--- src/rtl/sfa_pkg.sv ---
// Shared definitions for the SFA buffer-interface engines.
package sfa_pkg;

   localparam int SFA_PARAM_W = 24;

   localparam logic SFA_MODE_RD = 1'b0;
   localparam logic SFA_MODE_WR = 1'b1;

   typedef enum logic [2:0] {
      ST_IDLE,
      ST_RD,
      ST_RD_DRAIN,
      ST_WR,
      ST_DONE
   } sfa_state_e;

endpackage

--- src/rtl/sfa_skid_fifo.sv ---
// Two-entry skid FIFO between the BRAM read port and the outgoing stream.
// The caller never pushes when full and never pops when empty.
module sfa_skid_fifo #(
   parameter int W = 33
) (
   input  logic         ACLK,
   input  logic         ARESETN,
   input  logic         push,
   input  logic [W-1:0] push_data,
   input  logic         pop,
   output logic [W-1:0] head_data,
   output logic [1:0]   count
);

   logic [W-1:0] mem_q [2];
   logic [W-1:0] mem_d [2];
   logic         rd_ptr_q, rd_ptr_d;
   logic         wr_ptr_q, wr_ptr_d;
   logic [1:0]   count_q, count_d;

   // Next pointers, occupancy and storage contents.
   always_comb begin
      rd_ptr_d = rd_ptr_q ^ pop;
      wr_ptr_d = wr_ptr_q ^ push;
      count_d  = count_q + {1'b0, push} - {1'b0, pop};
      mem_d    = mem_q;
      if (push) begin
         mem_d[wr_ptr_q] = push_data;
      end
   end

   // Control state: reset empties the FIFO.
   always_ff @(posedge ACLK) begin
      if (!ARESETN) begin
         rd_ptr_q <= 1'b0;
         wr_ptr_q <= 1'b0;
         count_q  <= 2'd0;
      end else begin
         rd_ptr_q <= rd_ptr_d;
         wr_ptr_q <= wr_ptr_d;
         count_q  <= count_d;
      end
   end

   // Payload storage carries no reset; occupancy alone decides validity.
   always_ff @(posedge ACLK) begin
      mem_q <= mem_d;
   end

   assign head_data = mem_q[rd_ptr_q];
   assign count     = count_q;

endmodule

--- src/rtl/sfa_bif_stream.sv ---
// Buffer-interface engine: one strided BRAM<->stream block transfer per ap_start.
module sfa_bif_stream
   import sfa_pkg::*;
#(
   parameter int DATA_W = 32,
   parameter int ADDR_W = 24
) (
   input  logic                   ACLK,
   input  logic                   ARESETN,
   input  logic                   ap_start,
   output logic                   ap_done,
   output logic                   ap_idle,
   output logic                   ap_ready,
   input  logic                   MODE,
   input  logic [SFA_PARAM_W-1:0] INDEX,
   input  logic [SFA_PARAM_W-1:0] SIZE,
   input  logic [SFA_PARAM_W-1:0] STRIDE,
   output logic                   bram_en,
   output logic                   bram_we,
   output logic [ADDR_W-1:0]      bram_addr,
   output logic [DATA_W-1:0]      bram_wdata,
   input  logic [DATA_W-1:0]      bram_rdata,
   output logic                   mOUT_tvalid,
   input  logic                   mOUT_tready,
   output logic [DATA_W-1:0]      mOUT_tdata,
   output logic                   mOUT_tlast,
   input  logic                   sIN_tvalid,
   output logic                   sIN_tready,
   input  logic [DATA_W-1:0]      sIN_tdata
);

   localparam logic [SFA_PARAM_W-1:0] PARAM_ONE = SFA_PARAM_W'(1);

   sfa_state_e             state_q, state_d;
   logic [SFA_PARAM_W-1:0] addr_q, addr_d;
   logic [SFA_PARAM_W-1:0] stride_q, stride_d;
   logic [SFA_PARAM_W-1:0] size_q, size_d;
   logic [SFA_PARAM_W-1:0] issue_cnt_q, issue_cnt_d;
   logic [SFA_PARAM_W-1:0] beat_cnt_q, beat_cnt_d;
   logic                   inflight_q, inflight_d;
   logic                   inflight_last_q, inflight_last_d;

   logic [DATA_W:0]        fifo_head;
   logic [1:0]             fifo_count;
   logic                   pop;
   logic                   rd_issue;
   logic                   wr_hs;
   logic                   issue_last;
   logic                   beat_last;
   logic [2:0]             occ_after;

   // Returned read data (with its tlast tag) lands in the skid FIFO the cycle after issue.
   sfa_skid_fifo #(
      .W (DATA_W + 1)
   ) u_fifo (
      .ACLK      (ACLK),
      .ARESETN   (ARESETN),
      .push      (inflight_q),
      .push_data ({inflight_last_q, bram_rdata}),
      .pop       (pop),
      .head_data (fifo_head),
      .count     (fifo_count)
   );

   // Handshakes, read-issue throttle and next-state logic.
   always_comb begin
      pop        = (fifo_count != 2'd0) && mOUT_tready;
      wr_hs      = (state_q == ST_WR) && sIN_tvalid;
      issue_last = (issue_cnt_q == size_q - PARAM_ONE);
      beat_last  = (beat_cnt_q == size_q - PARAM_ONE);
      // Occupancy after this cycle's pop plus the read already in flight; issue only if room remains.
      occ_after  = {1'b0, fifo_count} - {2'b00, pop} + {2'b00, inflight_q};
      rd_issue   = (state_q == ST_RD) && (occ_after < 3'd2);

      state_d         = state_q;
      addr_d          = addr_q;
      stride_d        = stride_q;
      size_d          = size_q;
      issue_cnt_d     = issue_cnt_q;
      beat_cnt_d      = pop ? beat_cnt_q + PARAM_ONE : beat_cnt_q;
      inflight_d      = rd_issue;
      inflight_last_d = rd_issue && issue_last;

      case (state_q)
         ST_IDLE: begin
            if (ap_start) begin
               addr_d      = INDEX;
               stride_d    = STRIDE;
               size_d      = SIZE;
               issue_cnt_d = '0;
               beat_cnt_d  = '0;
               if (SIZE == '0) begin
                  state_d = ST_DONE;
               end else if (MODE == SFA_MODE_WR) begin
                  state_d = ST_WR;
               end else begin
                  state_d = ST_RD;
               end
            end
         end
         ST_RD: begin
            if (rd_issue) begin
               addr_d      = addr_q + stride_q;
               issue_cnt_d = issue_cnt_q + PARAM_ONE;
               if (issue_last) begin
                  state_d = ST_RD_DRAIN;
               end
            end
         end
         ST_RD_DRAIN: begin
            // The last beat popping leaves the FIFO empty with nothing in flight.
            if (pop && beat_last) begin
               state_d = ST_DONE;
            end
         end
         ST_WR: begin
            if (wr_hs) begin
               addr_d     = addr_q + stride_q;
               beat_cnt_d = beat_cnt_q + PARAM_ONE;
               if (beat_last) begin
                  state_d = ST_DONE;
               end
            end
         end
         ST_DONE: begin
            state_d = ST_IDLE;
         end
         default: begin
            state_d = ST_IDLE;
         end
      endcase
   end

   // Control registers; reset abandons any transfer and drops in-flight read data.
   always_ff @(posedge ACLK) begin
      if (!ARESETN) begin
         state_q         <= ST_IDLE;
         addr_q          <= '0;
         issue_cnt_q     <= '0;
         beat_cnt_q      <= '0;
         inflight_q      <= 1'b0;
         inflight_last_q <= 1'b0;
      end else begin
         state_q         <= state_d;
         addr_q          <= addr_d;
         issue_cnt_q     <= issue_cnt_d;
         beat_cnt_q      <= beat_cnt_d;
         inflight_q      <= inflight_d;
         inflight_last_q <= inflight_last_d;
      end
   end

   // Transfer parameters latched at start; only meaningful while busy.
   always_ff @(posedge ACLK) begin
      stride_q <= stride_d;
      size_q   <= size_d;
   end

   assign ap_idle     = (state_q == ST_IDLE);
   assign ap_done     = (state_q == ST_DONE);
   assign ap_ready    = ap_start && (state_q == ST_IDLE);
   assign bram_en     = rd_issue || wr_hs;
   assign bram_we     = wr_hs;
   assign bram_addr   = addr_q[ADDR_W-1:0];
   assign bram_wdata  = sIN_tdata;
   assign sIN_tready  = (state_q == ST_WR);
   assign mOUT_tvalid = (fifo_count != 2'd0);
   assign mOUT_tdata  = fifo_head[DATA_W-1:0];
   assign mOUT_tlast  = mOUT_tvalid && fifo_head[DATA_W];

endmodule

--- config.mk ---
export PLATFORM = sky130hd
export DESIGN_NAME = sfa_bif_stream
export DESIGN_NICKNAME = d
export VERILOG_FILES = /design/src/rtl/sfa_pkg.sv /design/src/rtl/sfa_skid_fifo.sv /design/src/rtl/sfa_bif_stream.sv
export SDC_FILE = /design/constraint.sdc
export NUM_CORES = 1
export LEC_CHECK = 0
export CAP_MARGIN = 20
export CORE_MARGIN = 2
export CORE_UTILIZATION = 30
export DETAILED_ROUTE_END_ITERATION = 8
export GPL_TIMING_DRIVEN = 0
export PLACE_DENSITY = 0.58
export SYNTH_ARGS = -nofsm -noshare
export SYNTH_HDL_FRONTEND = slang
export SYNTH_HIERARCHICAL = 1
export SYNTH_SLANG_ARGS = --single-unit
--- constraint.sdc ---
create_clock -name ACLK -period 3.4 [get_ports ACLK]
set_input_delay 0.68 -clock ACLK [delete_from_list [all_inputs] [get_ports ACLK]]
set_output_delay 0.68 -clock ACLK [all_outputs]
set_load 0.01 [all_outputs]
==> summary.txt <==
Min path
  • Worst min path class: flip-flop to flip-flop
  • WHS Endpoint: u_fifo/mem_q[65]
  • Hold path depth: 0
  • Worst Hold Launch: inflight_last_q

Floorplan
  • Num rows: slightly below 70
  • # IOs: 238
  • Die height: approximately 190 um
  • Die area: 36900 um^2
  • CORE AREA: ~35000 um^2
  • Initial core utilization: 0.306
  • DIE WIDTH: roughly 190 um

Clock network
  • Clk sinks: 195
  • H-tree depth: 4
  • Root Driver: clkbuf_16
  • Clk Latency, worst-skew pair: around 0.45 ns
  • CTS clk-pin slew, worst paths: about 0.080 ns
  • Max Root-Sink Buffers: 2
  • CTS tree: yes
  • CTS Buf Count: 17

Finish
  • Fillers: 3327
  • Synthesis-to-finish area growth: 36.6%
  • Fin nets: approximately 1400
  • Fin cells: between 1500 and 2000
  • FF+latch area: between 5000 and 6000 um^2
  • Multi-input gate area: about 5300 um^2
  • Share of layout cells above drive strength 1: 0.173

Critical path
  • Crit end category: flip-flop
  • Worst path required time: ~3.7 ns
  • Reg2reg path depth: 10
  • Buf+Inv Stages, Crit Path: 1
  • Slowest-stage cell, CP: or4_4
  • R2r startpoint: size_q[5]
  • Slowest stage delay, CP: 0.59 ns
  • Startpoint types: flip-flop
  • Setup Crit Path Kind: flip-flop to flip-flop
  • Crit-path cells: or4_1 > buf_6 > or4_4 > xnor2_4 > a2111oi_4 > o2111a_1 > nand4_1 > nor4_4 > o21bai_2 > o31a_1
  • Top delay family on crit path: simple AND/OR/NAND/NOR gates
  • CP Data Arrival Time: around 3.7 ns
  • Critical path depth: 10
  • Crit Path Max Fanout: 5
  • Reg2reg end: state_q[1]
  • Start point of the critical path: size_q[5]
  • R2r setup slk: between 0.01 and 0.015 ns

STA
  • Worst-margin pin slew: around 0.86 ns
  • Setup violators final: 0
  • Setup Skew: between 0.015 and 0.02 ns
  • FMAX: 0.295 GHz
  • RSZ-0062 raised after global routing: yes
  • Min Tclk post-route: 3.39 ns
  • Hold slack final: 0.436 ns
  • Fin. Hold Viols: 0
  • Period Utilization, post-route: 0.996
  • Relative slew margins: 0.426
  • Max-slew violations: 0
  • Fin Setup TNS: 0 ns

Yosys
  • Cell variety after synth: 77
  • Async SR Flop Fraction: 0
  • Syn Nets: 1177
  • Synthesized area: 10600 um^2
  • Synth warnings: 6
  • Cells after synthesis: 1002
  • Synth area leaders: edfxtp_1 32%, dfxtp_1 15%, xnor2_1 5.9%
  • Count of flip-flops with a built-in enable after synthesis: between 100 and 150
  • Area leader, netlist: edfxtp_1
  • Post-synthesis sequential area ratio: 0.476
  • Synth Flop Type: edfxtp_1
  • Post-synth top area share: 0.323
  • Syn avg cell area: between 10 and 15 um^2
  • Register bit total from synthesis: 195

Detailed routing
  • DRC viols: 0
  • Starting DRT DRC Count: between 500 and 600
  • WL final: 30400 um
  • Vias: 8509
  • Vias per cell: roughly 4.9
  • TritonRoute pass-1 iters: 5
  • Avg WL per Cell: about 18 um
  • Post-route ant nets: 0

Placement
  • Gp weighted congestion: ~0.87
  • PortBufs: around 200
  • DP Cell Count: ~1700
  • DP HPWL: between 20000 and 25000 um

Power
  • Leakage power: between 5 and 6 nW
  • Max VDD drop: around 0.00036 V
  • Power per cell area: between 700 and 800 nW/um^2

Job
  • Max-Cap Viols: 0

Global route
  • Initial antenna violation count: 1
  • Largest net degree at the start of global routing: between 50 and 60
  • First-pass GRT wire length: 45600 um
  • GR Overflow Total: 0
  • Vias in the first global route: slightly above 8000
  • Gr usage total: 0.161

Outcome
  • Outcome: finished, final reports clean
==> cell usage after synthesis (13+ instances only) <==
library cell	number
a21oi_1	40
a31oi_1	13
and3_1	25
buf_4	33
clkbuf_1	30
dfxtp_1	81
edfxtp_1	114
ha_1	31
inv_1	30
mux2_4	30
nand2_1	73
nand3_1	25
nand4_1	15
nor2_1	83
nor3_1	18
nor4_1	17
o211ai_1	15
o21ai_0	41
xnor2_1	72
xor2_1	44
==> power by group <==
part           internal [mW]  switching, mW  leakage [nW]  total [mW]
logic                   2.31           2.63          3.26        4.94
registers               2.97          0.308          1.71        3.28
clock network          0.984           1.04         0.285        2.02
==> repair_timing <==
action / CTS / global route
endpoints found under the setup margin: 49 / 28
pin swaps: 21 / 23
buffers inserted: 26 / 15
hold buffers: 0 / 0
endpoints found under the hold margin: 0 / 0
gates resized for setup: 49 / 41
==> cell type report <==
cell class / instances / share of cell area
sequential: 195 / 0.349
multi-input combinational: 700 / 0.366
inverter: 32 / 0.00898
buffer: 71 / 0.0331
antenna: 1 / 0.000173
timing repair buffer: 246 / 0.163
tap: 455 / 0.0393
clock inverter: 15 / 0.0110
clock buffer: 17 / 0.0294
==> routing by layer <==
metal	GRT usage	wire [um]	vias to the layer above	share of wire
li1	-	-	4152	-
met1	0.211	13600	4067	0.45
met2	0.270	14500	248	0.48
met3	0.0283	1590	42	0.052
met4	0.0543	687	0	0.023
met5	0	0	-	0
==> registers in the layout, summed over array words and instances, names as in the netlist <==
register and cells:
beat_cnt_q 24, inflight_last_q 1, u_fifo/count 2, size_q 24, u_fifo/rd_ptr_q 1, u_fifo/wr_ptr_q 1
issue_cnt_q 24, u_fifo/mem_q 66, state_q 3, stride_q 24, inflight_q 1, bram_addr 24
==> worst max-delay path by stage <==
stage / end / slack [ns]
CTS: state_q[1] / -0.14
global route: state_q[1] / -0.11
detailed placement: bram_addr[12] / -1.19
floorplan: issue_cnt_q[21] / 0.03
finish: state_q[1] / 0.01
global placement: bram_en / -1.15
==> through the flow <==
| stage | setup WS, ns | total power [mW] | area [um^2] | util |
|---|---|---|---|---|
| after floorplan | 0.0324 | 6.10 | 10600 | - |
| after global placement | -1.15 | 7.73 | 13200 | 0.381 |
| after detailed placement | -1.19 | 7.79 | 13200 | 0.381 |
| after CTS | -0.137 | 10.1 | 14200 | 0.409 |
| after global routing | -0.108 | 10.9 | 14500 | 0.417 |
| final | 0.0144 | 10.2 | 14500 | 0.417 |
==> cell usage in the layout (no fill, tap or decap), types with 22 or more instances in the layout <==
master	instances
a21oi_1	40
xor2_1	44
clkdlybuf4s50_1	203
mux2_4	30
ha_1	27
o21ai_0	41
nand2_1	70
dfxtp_1	79
nand3_1	25
xnor2_1	66
edfxtp_1	114
inv_1	27
buf_4	73
and3_1	25
nor2_1	79
clkbuf_1	22
==> cells by family after synthesis <==
| family | after synthesis | synth area share |
|---|---|---|
| and+or+nand+nor | 332 | 0.166 |
| DFF | 195 | 0.476 |
| AOI/OAI and AO/OA | 179 | 0.111 |
| xor gates and xnor gates | 118 | 0.100 |
| buffers and inverters | 107 | 0.0564 |
| muxes | 38 | 0.0506 |
| adders and majority gates | 33 | 0.0403 |
(Power assumes the default switching activity.)
